===== src/rtl/dmem_arb_pkg.sv =====
// Shared constants and types for the data-memory arbiter.
// Memory wr_rd encoding, requester ids and the response FSM state encoding.
package dmem_arb_pkg;

    localparam logic MEM_WR = 1'b0;
    localparam logic MEM_RD = 1'b1;

    localparam logic REQ_C = 1'b0;
    localparam logic REQ_D = 1'b1;

    typedef enum logic [1:0] {
        IDLE   = 2'd0,
        RESP_C = 2'd1,
        RESP_D = 2'd2
    } resp_state_e;

endpackage


===== src/rtl/dmem_arb_starve_ctr.sv =====
// Saturating starvation counter for the DMA port of dmem_arbiter.
// Only compiled when DMEM_ARB_STARVE_EN is defined.
`ifdef DMEM_ARB_STARVE_EN
module dmem_arb_starve_ctr #(
    parameter int unsigned LIMIT = 4
) (
    input  logic clk_i,
    input  logic rst_ni,
    input  logic inc_i,
    input  logic clr_i,
    output logic at_limit_o
);

    localparam int unsigned CW = $clog2(LIMIT + 1);
    localparam logic [CW-1:0] LIM = CW'(LIMIT);

    logic [CW-1:0] cnt_q, cnt_d;

    always_comb begin
        cnt_d = cnt_q;
        if (clr_i) begin
            cnt_d = '0;
        end else if (inc_i && (cnt_q != LIM)) begin
            cnt_d = cnt_q + 1'b1;
        end
    end

    always_ff @(posedge clk_i or negedge rst_ni) begin
        if (!rst_ni) begin
            cnt_q <= '0;
        end else begin
            cnt_q <= cnt_d;
        end
    end

    assign at_limit_o = (cnt_q == LIM);

endmodule
`endif


===== src/rtl/dmem_arbiter.sv =====
// Two-port arbiter (CPU priority, DMA secondary) in front of a single-port data memory.
// Define DMEM_ARB_STARVE_EN to let a starved DMA port pre-empt the CPU after STARVE_LIMIT denials.
module dmem_arbiter
    import dmem_arb_pkg::*;
#(
    parameter int DATA_WIDTH   = 32,
    parameter int ADDR_WIDTH   = 10,
    parameter int STARVE_LIMIT = 4
) (
    input  logic                  clk_i,
    input  logic                  rst_ni,
    input  logic                  c_req_i,
    input  logic                  c_wr_rd_i,
    input  logic [ADDR_WIDTH-1:0] c_addr_i,
    input  logic [DATA_WIDTH-1:0] c_wdata_i,
    output logic                  c_gnt_o,
    output logic                  c_rvalid_o,
    input  logic                  d_req_i,
    input  logic                  d_wr_rd_i,
    input  logic [ADDR_WIDTH-1:0] d_addr_i,
    input  logic [DATA_WIDTH-1:0] d_wdata_i,
    output logic                  d_gnt_o,
    output logic                  d_rvalid_o,
    output logic [DATA_WIDTH-1:0] rdata_o,
    output logic [ADDR_WIDTH-1:0] mem_addr_o,
    output logic [DATA_WIDTH-1:0] mem_data_in_o,
    output logic                  mem_wr_rd_o,
    input  logic [DATA_WIDTH-1:0] mem_data_out_i
);

    resp_state_e           state_q, state_d;
    logic [ADDR_WIDTH-1:0] addr_q, addr_d;
    logic                  d_prio;

`ifdef DMEM_ARB_STARVE_EN
    dmem_arb_starve_ctr #(
        .LIMIT(STARVE_LIMIT)
    ) u_starve (
        .clk_i      (clk_i),
        .rst_ni     (rst_ni),
        .inc_i      (d_req_i & ~d_gnt_o),
        .clr_i      (~d_req_i | d_gnt_o),
        .at_limit_o (d_prio)
    );
`else
    assign d_prio = 1'b0;
`endif

    // Grants are gated by reset so nothing can be accepted while it is asserted.
    assign c_gnt_o = rst_ni & c_req_i & ~(d_prio & d_req_i);
    assign d_gnt_o = rst_ni & d_req_i & (~c_req_i | d_prio);

    always_comb begin
        addr_d        = addr_q;
        mem_data_in_o = '0;
        mem_wr_rd_o   = MEM_RD;
        if (c_gnt_o) begin
            addr_d        = c_addr_i;
            mem_data_in_o = c_wdata_i;
            mem_wr_rd_o   = c_wr_rd_i;
        end else if (d_gnt_o) begin
            addr_d        = d_addr_i;
            mem_data_in_o = d_wdata_i;
            mem_wr_rd_o   = d_wr_rd_i;
        end
    end

    assign mem_addr_o = addr_d;
    assign rdata_o    = mem_data_out_i;

    always_ff @(posedge clk_i or negedge rst_ni) begin
        if (!rst_ni) begin
            state_q <= IDLE;
            addr_q  <= '0;
        end else begin
            state_q <= state_d;
            addr_q  <= addr_d;
        end
    end

    always_comb begin
        state_d = IDLE;
        if (c_gnt_o && (c_wr_rd_i == MEM_RD)) begin
            state_d = RESP_C;
        end else if (d_gnt_o && (d_wr_rd_i == MEM_RD)) begin
            state_d = RESP_D;
        end
    end

    always_comb begin
        c_rvalid_o = 1'b0;
        d_rvalid_o = 1'b0;
        case (state_q)
            RESP_C:  c_rvalid_o = 1'b1;
            RESP_D:  d_rvalid_o = 1'b1;
            default: ;
        endcase
    end

endmodule


===== config.mk =====
export PLATFORM = sky130hd
export DESIGN_NAME = dmem_arbiter
export DESIGN_NICKNAME = d
export VERILOG_FILES = /design/src/rtl/dmem_arb_pkg.sv /design/src/rtl/dmem_arb_starve_ctr.sv /design/src/rtl/dmem_arbiter.sv
export SDC_FILE = /design/constraint.sdc
export NUM_CORES = 1
export LEC_CHECK = 0
export ABC_CLOCK_PERIOD_IN_PS = 1050
export CAP_MARGIN = 10
export CELL_PAD_IN_SITES_DETAIL_PLACEMENT = 0
export CELL_PAD_IN_SITES_GLOBAL_PLACEMENT = 1
export CORE_ASPECT_RATIO = 1.1
export CORE_MARGIN = 3
export CORE_UTILIZATION = 14
export CTS_BUF_LIST = sky130_fd_sc_hd__clkbuf_4 sky130_fd_sc_hd__clkbuf_8
export CTS_CLUSTER_SIZE = 12
export DETAILED_ROUTE_END_ITERATION = 7
export GPL_TIMING_DRIVEN = 0
export PLACE_DENSITY_LB_ADDON = 0.1
export SLEW_MARGIN = 10
export SYNTH_ARGS = -nofsm -noshare
export SYNTH_HDL_FRONTEND = slang
export SYNTH_HIERARCHICAL = 1
export SYNTH_SLANG_ARGS = --single-unit

===== constraint.sdc =====
create_clock -name clk_i -period 1.05 [get_ports clk_i]
set_input_delay 0.21 -clock clk_i [delete_from_list [all_inputs] [get_ports clk_i]]
set_output_delay 0.21 -clock clk_i [all_outputs]
set_load 0.01 [all_outputs]

==> out/metrics.cfg, run 1 <==
[power]
p_sw_uw = 947
intPower_uw = 1930
swShare_pct = 33.0
ir_worst_vdd_mv = 0.324
power_density_mw_per_mm2 = 636
power_frac_seq_pct = 20.0
p_leak_uw = 0.00228
comb_power_share_pct = 61.7
p_clk_share_pct = 18.4

[global_route]
antenna_found_initial = 2
grt_max_degree = 13
grt.overflow.total = 0
grt_pass1_vias = 2469
grt_pass1_wl_um = 13100
grt_use_total_pct = 13.2

[setup_path]
worstPathRequired_ns = 0.84
r2r_slack_ns = 0.06
cpMaxStageDelayCell = dfrtp_1
cp_cell_sequence = nor3_2 -> nor3_2 -> buf_2
crit_path_start_kind = flop
reg2reg_to = addr_q[5]
slowest_delay_ns = 0.38
startpoint = addr_q[0]
critPathMaxFanout = 2
crit_top_cell = nor3_2
crit_arrival_ns = 1.09
crit_type = reg2out
crit_path_end_kind = output port
worst-r2r-cell-count = 4
reg2reg_from = addr_q[5]

[sta]
timing.final.crit_share_pct = 124
timing.hold.ws_ns = 0.315
fmax_ghz = 0.766
maxSlewViolCount = 0
skew_ns = 0
finalSetupViolations = 45
rsz0062_at_grt = true
setup_ws_ns = -0.255
fin_crit_ns = 1.30
max_slew_margin_pct = 86.4
worst_pin_slew_ns = 0.203
final_hold_viol_count = 0
final.setup.tns_ns = -6.42

[routing]
drc_errors = 0
routed-wl-met2_um = 4510
met1_length_um = 3350
wl_per_cell_um = 15.0
firstDrtPassIters = 4
wl_um = 8810
dr.max_layer_used = met4
wl_met3_um = 897
via_per_inst = 4.02
ant_nets = 0
drtIter0Drc = 41
dr_total_vias = 2366

[logic_synthesis]
yosys_warnings = 6
syn_avg_cell_area_um2 = 6.36
ys_seq_area_share_pct = 19.3
synthesis.nets = 367
synth-seq-cells = 12
syn_area_mm2 = 0.00156
synth_cells = 245
ys_types = 17

[worst_hold_path]
hold_start = c_addr_i[3]
holdPathStages = 3
hold_class = in2reg
hold_end = addr_q[3]

[clock_tree]
numClockSinks = 12
cts_max_level = 1
clkLatencyLatePin_ns = 0.25
clkSlewWorstSetupHoldPaths_ns = 0.06
cts_made_buffers = 3
ctsRootBufferMaster = clkbuf_8
clockBufferDepth = 2
cts_tree = built

[place]
io_buffers = 166
dp_hpwl_um = 6010
place_ws_ns = -1.68
gp_congestion = 0.694

[floorplan]
initial_core_util_pct = 14.7
io_pins = 201
die_h_um = 117
die_x_um = 107
design.die.area_mm2 = 0.0124
num_rows = 39
core_mm2 = 0.0106

[finish]
drive_gt1_share_pct = 53.6
nNetsFinal = 567
fin_util_pct = 42.5
area_growth_pct = 190
nFillCells = 1160

[outcome]
violations = negative setup slack
outcome = finished with violations

[job]
cap_violations = 0

Yosys cell counts:
library cell  number  area share (%)
o22ai_1           10             4.0
nand2_1           66              16
dfrtp_1           12              19
nor2_1             1            0.24
o21ai_0           32              10
nor3b_2            1            0.80
clkbuf_1           3            0.72
and2_1            33              13
nor2b_1            3             1.2
inv_1              1            0.24
and3_1             1            0.40
nor3_1            30             9.6
buf_6              4             2.9
clkbuf_2           2            0.64
o21ai_1            1            0.32
buf_4             36              17
buf_2              9             2.9
metal layers:
layer  global-route usage (%)  up-vias
met5                        0        -
met4                     2.30        0
met1                     15.1     1068
li1                         -     1180
met2                     23.8      113
met3                     4.81        5
metrics by stage:
| step | area (µm²) | instances | power (µW) |
|---|---|---|---|
| 3_5_place_dp | 3600 | 554 | 2020 |
| 4_1_cts | 4100 | 581 | 2740 |
| 3_3_place_gp | 3600 | 554 | 2020 |
| 5_1_grt | 4520 | 589 | 3070 |
| 2_1_floorplan | 1760 | 245 | 1180 |
| 6_report | 4520 | 589 | 2870 |
area by class of cell:
type / count / area (µm²) / area share, %
diodes: 2 / 5.00 / 0.111
plain buffers: 52 / 573 / 12.7
clock buffers: 4 / 55.1 / 1.22
inverters: 1 / 3.75 / 0.0830
multi-input cells: 178 / 1360 / 30.1
flip-flops and latches: 12 / 300 / 6.64
well taps: 143 / 179 / 3.96
repair buffers: 197 / 2050 / 45.3
worst max path at each step:
stage	endpoint	depth (start not counted)
2_1_floorplan	mem_addr_o[1]	5
3_3_place_gp	mem_addr_o[4]	6
3_5_place_dp	mem_addr_o[4]	6
4_1_cts	mem_addr_o[9]	3
5_1_grt	mem_addr_o[5]	3
6_report	mem_addr_o[0]	3
cells in the final DEF (no fill, tap or decap), drive strengths merged:
| cell type | netlist | final |
|---|---|---|
| and2 | 33 | 33 |
| dfrtp | 12 | 12 |
| nor2 | 1 | 1 |
| dlygate4sd3 | 0 | 1 |
| o21ai | 33 | 33 |
| nor2b | 3 | 3 |
| nor3 | 30 | 30 |
| and3 | 1 | 1 |
| inv | 1 | 1 |
| dlygate4sd2 | 0 | 57 |
| dlymetal6s2s | 0 | 24 |
| clkbuf | 5 | 12 |
| nor3b | 1 | 1 |
| buf | 49 | 122 |
| o22ai | 10 | 10 |
| diode | 0 | 2 |
| clkdlybuf4s50 | 0 | 37 |
| nand2 | 66 | 66 |
worst max-delay path, delay by kind of cell, from the launching register on:
family / cells / cell delay, ns
DFF: 1 / 0.38
and+or+nand+nor: 2 / 0.29
buffers and inverters: 1 / 0.18
power groups by stage:
stage | sequential [µW] | combinational [µW] | clock (µW)
after detailed placement | 573 | 1440 | 0
after floorplan | 566 | 612 | 0
final | 574 | 1770 | 528
after global placement | 571 | 1450 | 0
after CTS | 570 | 1630 | 542
after global routing | 581 | 1910 | 573
flip-flops by register name, summed over array words and instances, names as in the netlist:
signal,flops
state_q,2
addr_q,10
what timing repair did:
| action | CTS | global route |
|---|---|---|
| pin swaps | 68 | 46 |
| buffers inserted | 15 | 5 |
| cloned | 7 | 3 |
| resized for setup | 403 | 102 |
| hold buffers | 1 | 0 |
| hold endpoints to repair | 12 | 0 |
| setup endpoints to repair | 59 | 48 |
cell families after synthesis:
| logic type | Yosys count | share of synthesized area, % |
|---|---|---|
| compound gates | 43 | 14.6 |
| buf+inv | 55 | 24.7 |
| flops | 12 | 19.3 |
| simple gates | 135 | 41.4 |
Power figures use the tool's default switching activity.
==> run 2: changes to the inputs <==
--- a/config.mk
+++ b/config.mk
@@ -17,6 +17,8 @@
 export DETAILED_ROUTE_END_ITERATION = 7
 export GPL_TIMING_DRIVEN = 0
 export PLACE_DENSITY_LB_ADDON = 0.1
+export RECOVER_POWER = 25
+export SKIP_CTS_REPAIR_TIMING = 1
 export SLEW_MARGIN = 10
 export SYNTH_ARGS = -nofsm -noshare
 export SYNTH_HDL_FRONTEND = slang
==> out/metrics.cfg, run 2 (synthesized netlist as in run 1, its figures left out) <==
[sta]
skew_ns = 0  ; unchanged
max_slew_margin_pct = 71.4  ; -15 points
finalSetupViolations = 45  ; unchanged
fmax_ghz = 0.750  ; -2.2%
setup_ws_ns = -0.284  ; -0.0294 ns
rsz0062_at_grt = true
timing.final.crit_share_pct = 127  ; +2.8 points
maxSlewViolCount = 0  ; unchanged
final_hold_viol_count = 0  ; unchanged
worst_pin_slew_ns = 0.427  ; +0.224 ns
timing.hold.ws_ns = 0.277  ; -0.0377 ns
fin_crit_ns = 1.33  ; +0.0294 ns

[worst_hold_path]
hold_class = in2async

[outcome]
violations = negative setup slack
outcome = finished with violations

[routing]
drc_errors = 0  ; unchanged
via_per_inst = 4.01  ; -0.29%
firstDrtPassIters = 4  ; unchanged
wl_per_cell_um = 14.8  ; -1.2%
wl_um = 8650  ; -1.9%
ant_nets = 0  ; unchanged
dr_total_vias = 2343  ; -0.97%
drtIter0Drc = 55  ; +34%

[floorplan]
die_x_um = 107  ; unchanged
initial_core_util_pct = 14.7  ; unchanged
io_pins = 201  ; unchanged
design.die.area_mm2 = 0.0124  ; unchanged
core_mm2 = 0.0106  ; unchanged
die_h_um = 117  ; unchanged
num_rows = 39  ; unchanged

[global_route]
grt_max_degree = 14  ; +1
grt_use_total_pct = 11.7  ; -1.4 points
antenna_found_initial = 2  ; unchanged
grt.overflow.total = 0  ; unchanged
grt_pass1_wl_um = 11700  ; -10%
grt_pass1_vias = 2300  ; -6.8%

[setup_path]
critPathMaxFanout = 2  ; unchanged
worst-r2r-cell-count = 3  ; -1
crit_path_end_kind = output port
worstPathRequired_ns = 0.84  ; about the same
crit_type = in2out
startpoint = c_wr_rd_i
crit_arrival_ns = 1.12  ; +0.03 ns
reg2reg_from = addr_q[9]
crit_path_start_kind = input pin

[clock_tree]
clockBufferDepth = 2  ; unchanged
cts_max_level = 1  ; unchanged
cts_made_buffers = 3  ; unchanged
cts_tree = built
clkSlewWorstSetupHoldPaths_ns = 0.05  ; about the same
clkLatencyLatePin_ns = 0.25  ; about the same
ctsRootBufferMaster = clkbuf_8
numClockSinks = 12  ; unchanged

[power]
total_power_uw = 2830  ; -1.7%
power_density_mw_per_mm2 = 619  ; -2.6%
ir_worst_vdd_mv = 0.325  ; +0.48%
p_leak_uw = 0.00261  ; +14%

[finish]
layout.cells.most_common = dlymetal6s2s_1
drive_gt1_share_pct = 48.4  ; -5.2 points
top_register = addr_q
largest_reg_flops = 10  ; unchanged
layout_common_cells = dlymetal6s2s_1 (75), nand2_1 (50), clkdlybuf4s50_1 (43), buf_4 (42), buf_6 (33)
nFillCells = 1134  ; -2.2%
area_growth_pct = 193
nNetsFinal = 563  ; -0.71%
reg_top3 = addr_q (10), state_q (2)

[job]
cap_violations = 0  ; unchanged

[place]
gp_congestion = 0.694  ; unchanged
io_buffers = 166  ; unchanged
dp_hpwl_um = 6010  ; unchanged

[run 2: cell types whose count changed in the layout (fill, tap and decap cells not counted), moves of 4 or more]
cell             delta
o21ai_2            -14
dlygate4sd3_1       +4
clkdlybuf4s50_1     +6
o21ai_1            +14
dlymetal6s2s_1     +51
buf_8               -4
dlygate4sd2_1      -57
[run 2: layout make-up]
| type | count | area [µm²] | area share, % |
|---|---|---|---|
| timing repair buffer | 191 | 2170 | 47.5 |
| clock buffer | 4 | 55.1 | 1.21 |
| sequential | 12 | 300 | 6.58 |
| tap | 143 | 179 | 3.92 |
| buffer | 54 | 567 | 12.4 |
| multi-input combinational | 178 | 1290 | 28.2 |
| inverter | 1 | 3.75 | 0.0822 |
| antenna | 2 | 5.00 | 0.110 |
[run 2: final timing paths]
| check | endpoint | slack, ns |
|---|---|---|
| setup / recovery | mem_wr_rd_o | -0.28 |
| min in group clk_i | state_q[1] | 0.28 |
| hold / removal | addr_q[2] | 0.28 |
| max in group asynchronous | addr_q[1] | 0.22 |
| hold reg to reg | addr_q[7] | 0.64 |
| setup reg to reg | addr_q[9] | 0.13 |
[run 2: through the flow]
step	setup WS, ns	utilization [%]	instance area [µm²]	std cells	setup TNS, ns
finish	-0.284	42.9	4560	585	-7.72
global route	-0.360	42.9	4560	585	-9.09
CTS	-1.70	34.3	3650	558	-81.48
detailed placement	-1.68	33.8	3600	554	-84.04
global placement	-1.72	33.8	3600	554	-85.48
floorplan	-0.00820	-	1760	245	-0.0774
[run 2: metal layers]
layer  track usage [%]  vias to the layer above  part of all wire, %
li1                  -                     1169                    -
met1              13.8                     1058                   40
met2              20.4                      111                   49
met3              4.64                        5                   10
met4              2.30                        0                 0.75
met5                 0                        -                    0
[run 2: report_power, final]
group	switching, µW	total [µW]	internal [µW]
registers	48.1	571	523
logic	665	1730	1060
clock network	196	529	333
[run 2: worst max-delay path, cell delays in order]
cell and delay, ns:
dlygate4sd3_1 0.57, nor2b_2 0.14, o21ai_2 0.06, buf_2 0.14
==> run 3: changes to the inputs <==
--- a/config.mk
+++ b/config.mk
@@ -5,13 +5,13 @@
 export SDC_FILE = /design/constraint.sdc
 export NUM_CORES = 1
 export LEC_CHECK = 0
-export ABC_CLOCK_PERIOD_IN_PS = 1050
+export ABC_CLOCK_PERIOD_IN_PS = 1520
 export CAP_MARGIN = 10
 export CELL_PAD_IN_SITES_DETAIL_PLACEMENT = 0
 export CELL_PAD_IN_SITES_GLOBAL_PLACEMENT = 1
 export CORE_ASPECT_RATIO = 1.1
 export CORE_MARGIN = 3
-export CORE_UTILIZATION = 14
+export CORE_UTILIZATION = 15
 export CTS_BUF_LIST = sky130_fd_sc_hd__clkbuf_4 sky130_fd_sc_hd__clkbuf_8
 export CTS_CLUSTER_SIZE = 12
 export DETAILED_ROUTE_END_ITERATION = 7
==> constraint.sdc (replaced) <==
create_clock -name clk_i -period 1.52 [get_ports clk_i]
set_input_delay 0.304 -clock clk_i [delete_from_list [all_inputs] [get_ports clk_i]]
set_output_delay 0.304 -clock clk_i [all_outputs]
set_load 0.01 [all_outputs]
==> out/metrics.cfg, run 3 (synthesized netlist as in run 1, its figures left out) <==
[sta]
fin_crit_ns = 1.58
rsz0062_at_grt = true
final.setup.tns_ns = -0.186  ; +7.53 ns
max_slew_margin_pct = 82.6  ; +11 points
fmax_ghz = 0.633
timing.final.crit_share_pct = 104
finalSetupViolations = 7  ; -84%
setup_ws_ns = -0.0602  ; +0.224 ns
skew_ns = 0  ; unchanged
final_hold_viol_count = 0  ; unchanged
maxSlewViolCount = 0  ; unchanged
worst_pin_slew_ns = 0.260  ; -0.167 ns

[finish]
reg_top3 = addr_q (10), state_q (2)
top_register = addr_q
fin_util_pct = 37.0  ; -6.0 points
layout_common_cells = clkdlybuf4s50_1 (99), nand2_1 (65), buf_4 (46), buf_2 (35), and2_1 (33)
layout.cells.most_common = clkdlybuf4s50_1
nNetsFinal = 558  ; -0.89%
area_growth_pct = 137
largest_reg_flops = 10  ; unchanged
drive_gt1_share_pct = 30.2  ; -18 points
finalNonFillerCells = 554  ; -5.3%
diodes = 0  ; -2

[routing]
ant_nets = 0  ; unchanged
wl_um = 8160  ; -5.6%
wl_per_cell_um = 14.7  ; -0.37%
drtIter0Drc = 47  ; -15%
dr_total_vias = 2255  ; -3.8%
via_per_inst = 4.07  ; +1.6%
firstDrtPassIters = 4  ; unchanged
drc_errors = 0  ; unchanged

[worst_hold_path]
hold_start = c_addr_i[0]
hold_class = in2reg

[floorplan]
design.die.area_mm2 = 0.0117  ; -6.3%
die_x_um = 103  ; -3.2%
io_pins = 201  ; unchanged
initial_core_util_pct = 15.6  ; +0.96 points
die_h_um = 113  ; -3.2%
core_mm2 = 0.00998  ; -6.1%
num_rows = 38  ; -2.6%

[place]
dp_hpwl_um = 6190  ; +3.0%
dp.cells = 531  ; -4.2%
gp_congestion = 0.711  ; +2.5%
io_buffers = 166  ; unchanged
place_ws_ns = -1.60  ; +0.0721 ns

[setup_path]
cp_cell_sequence = clkdlybuf4s50_1 -> o22ai_4 -> nor3_2 -> buf_2
slowest_delay_ns = 0.52  ; -0.05 ns
reg2reg_from = addr_q[9]
cpMaxStageDelayCell = clkdlybuf4s50_1
crit_type = in2out
crit_path_start_kind = input pin
startpoint = c_addr_i[1]
crit_arrival_ns = 1.28  ; +0.16 ns
crit_path_end_kind = output port
critPathMaxFanout = 2  ; unchanged
worstPathRequired_ns = 1.22  ; +0.38 ns

[global_route]
grt.overflow.total = 0  ; unchanged
antenna_found_initial = 0  ; -2
grt_pass1_wl_um = 11400  ; -2.7%
grt_max_degree = 14  ; unchanged
grt_use_total_pct = 12.0  ; +0.30 points
grt_pass1_vias = 2124  ; -7.7%

[outcome]
violations = negative setup slack
outcome = finished with violations

[clock_tree]
cts_max_level = 1  ; unchanged
cts_tree = built
numClockSinks = 12  ; unchanged
clkLatencyLatePin_ns = 0.24  ; about the same
clkSlewWorstSetupHoldPaths_ns = 0.05  ; about the same
ctsRootBufferMaster = clkbuf_8
cts_made_buffers = 3  ; unchanged
clockBufferDepth = 2  ; unchanged

[power]
p_leak_uw = 0.00187  ; -28%
ir_worst_vdd_mv = 0.319  ; -1.9%
power_density_mw_per_mm2 = 450  ; -27%
total_power_uw = 1660  ; -41%

[job]
cap_violations = 0  ; unchanged

[run 3: worst paths after layout]
kind	depth (start not counted)	slack, ns	end
worst min register to register	2	0.61	addr_q[7]
max in group asynchronous	3	0.74	state_q[0]
worst min-delay path	3	0.43	addr_q[0]
worst max register to register	3	0.60	addr_q[9]
worst max-delay path	4	-0.06	mem_addr_o[1]
min in group asynchronous	3	0.46	addr_q[2]
[run 3: area by class of cell]
type | instances | area [µm²]
plain buffers | 54 | 439
fillers | 1081 | 6290
well taps | 120 | 150
repair buffers | 186 | 1770
flip-flops and latches | 12 | 300
inverters | 1 | 3.75
multi-input cells | 178 | 981
clock buffers | 3 | 41.3
[run 3: worst max-delay path: cells and delay by family]
kind | cells | cell delay [ns]
buf+inv | 2 | 0.68
compound gates | 1 | 0.09
simple gates | 1 | 0.20
[run 3: power by group]
part / total [µW] / leakage, µW / internal [µW] / switching (µW)
sequential: 389 / 0.000140 / 361 / 27.3
combinational: 974 / 0.00171 / 596 / 378
clock: 298 / 0.0000216 / 175 / 123
total: 1660 / 0.00187 / 1130 / 528
[run 3: metrics by stage]
stage	instance area, µm²	hold slack, ns
5_1_grt	3690	0.448
3_5_place_dp	3370	0.621
4_1_cts	3410	0.464
2_1_floorplan	1560	0.00841
6_report	3690	0.434
3_3_place_gp	3370	0.620
[run 3: metal layers]
metal / vias to the layer above / GRT usage (%) / wire length [µm]
met3: 5 / 2.16 / 656
met5: - / 0 / 0
li1: 1146 / - / -
met1: 996 / 15.5 / 3480
met4: 0 / 2.42 / 55
met2: 108 / 20.9 / 3970
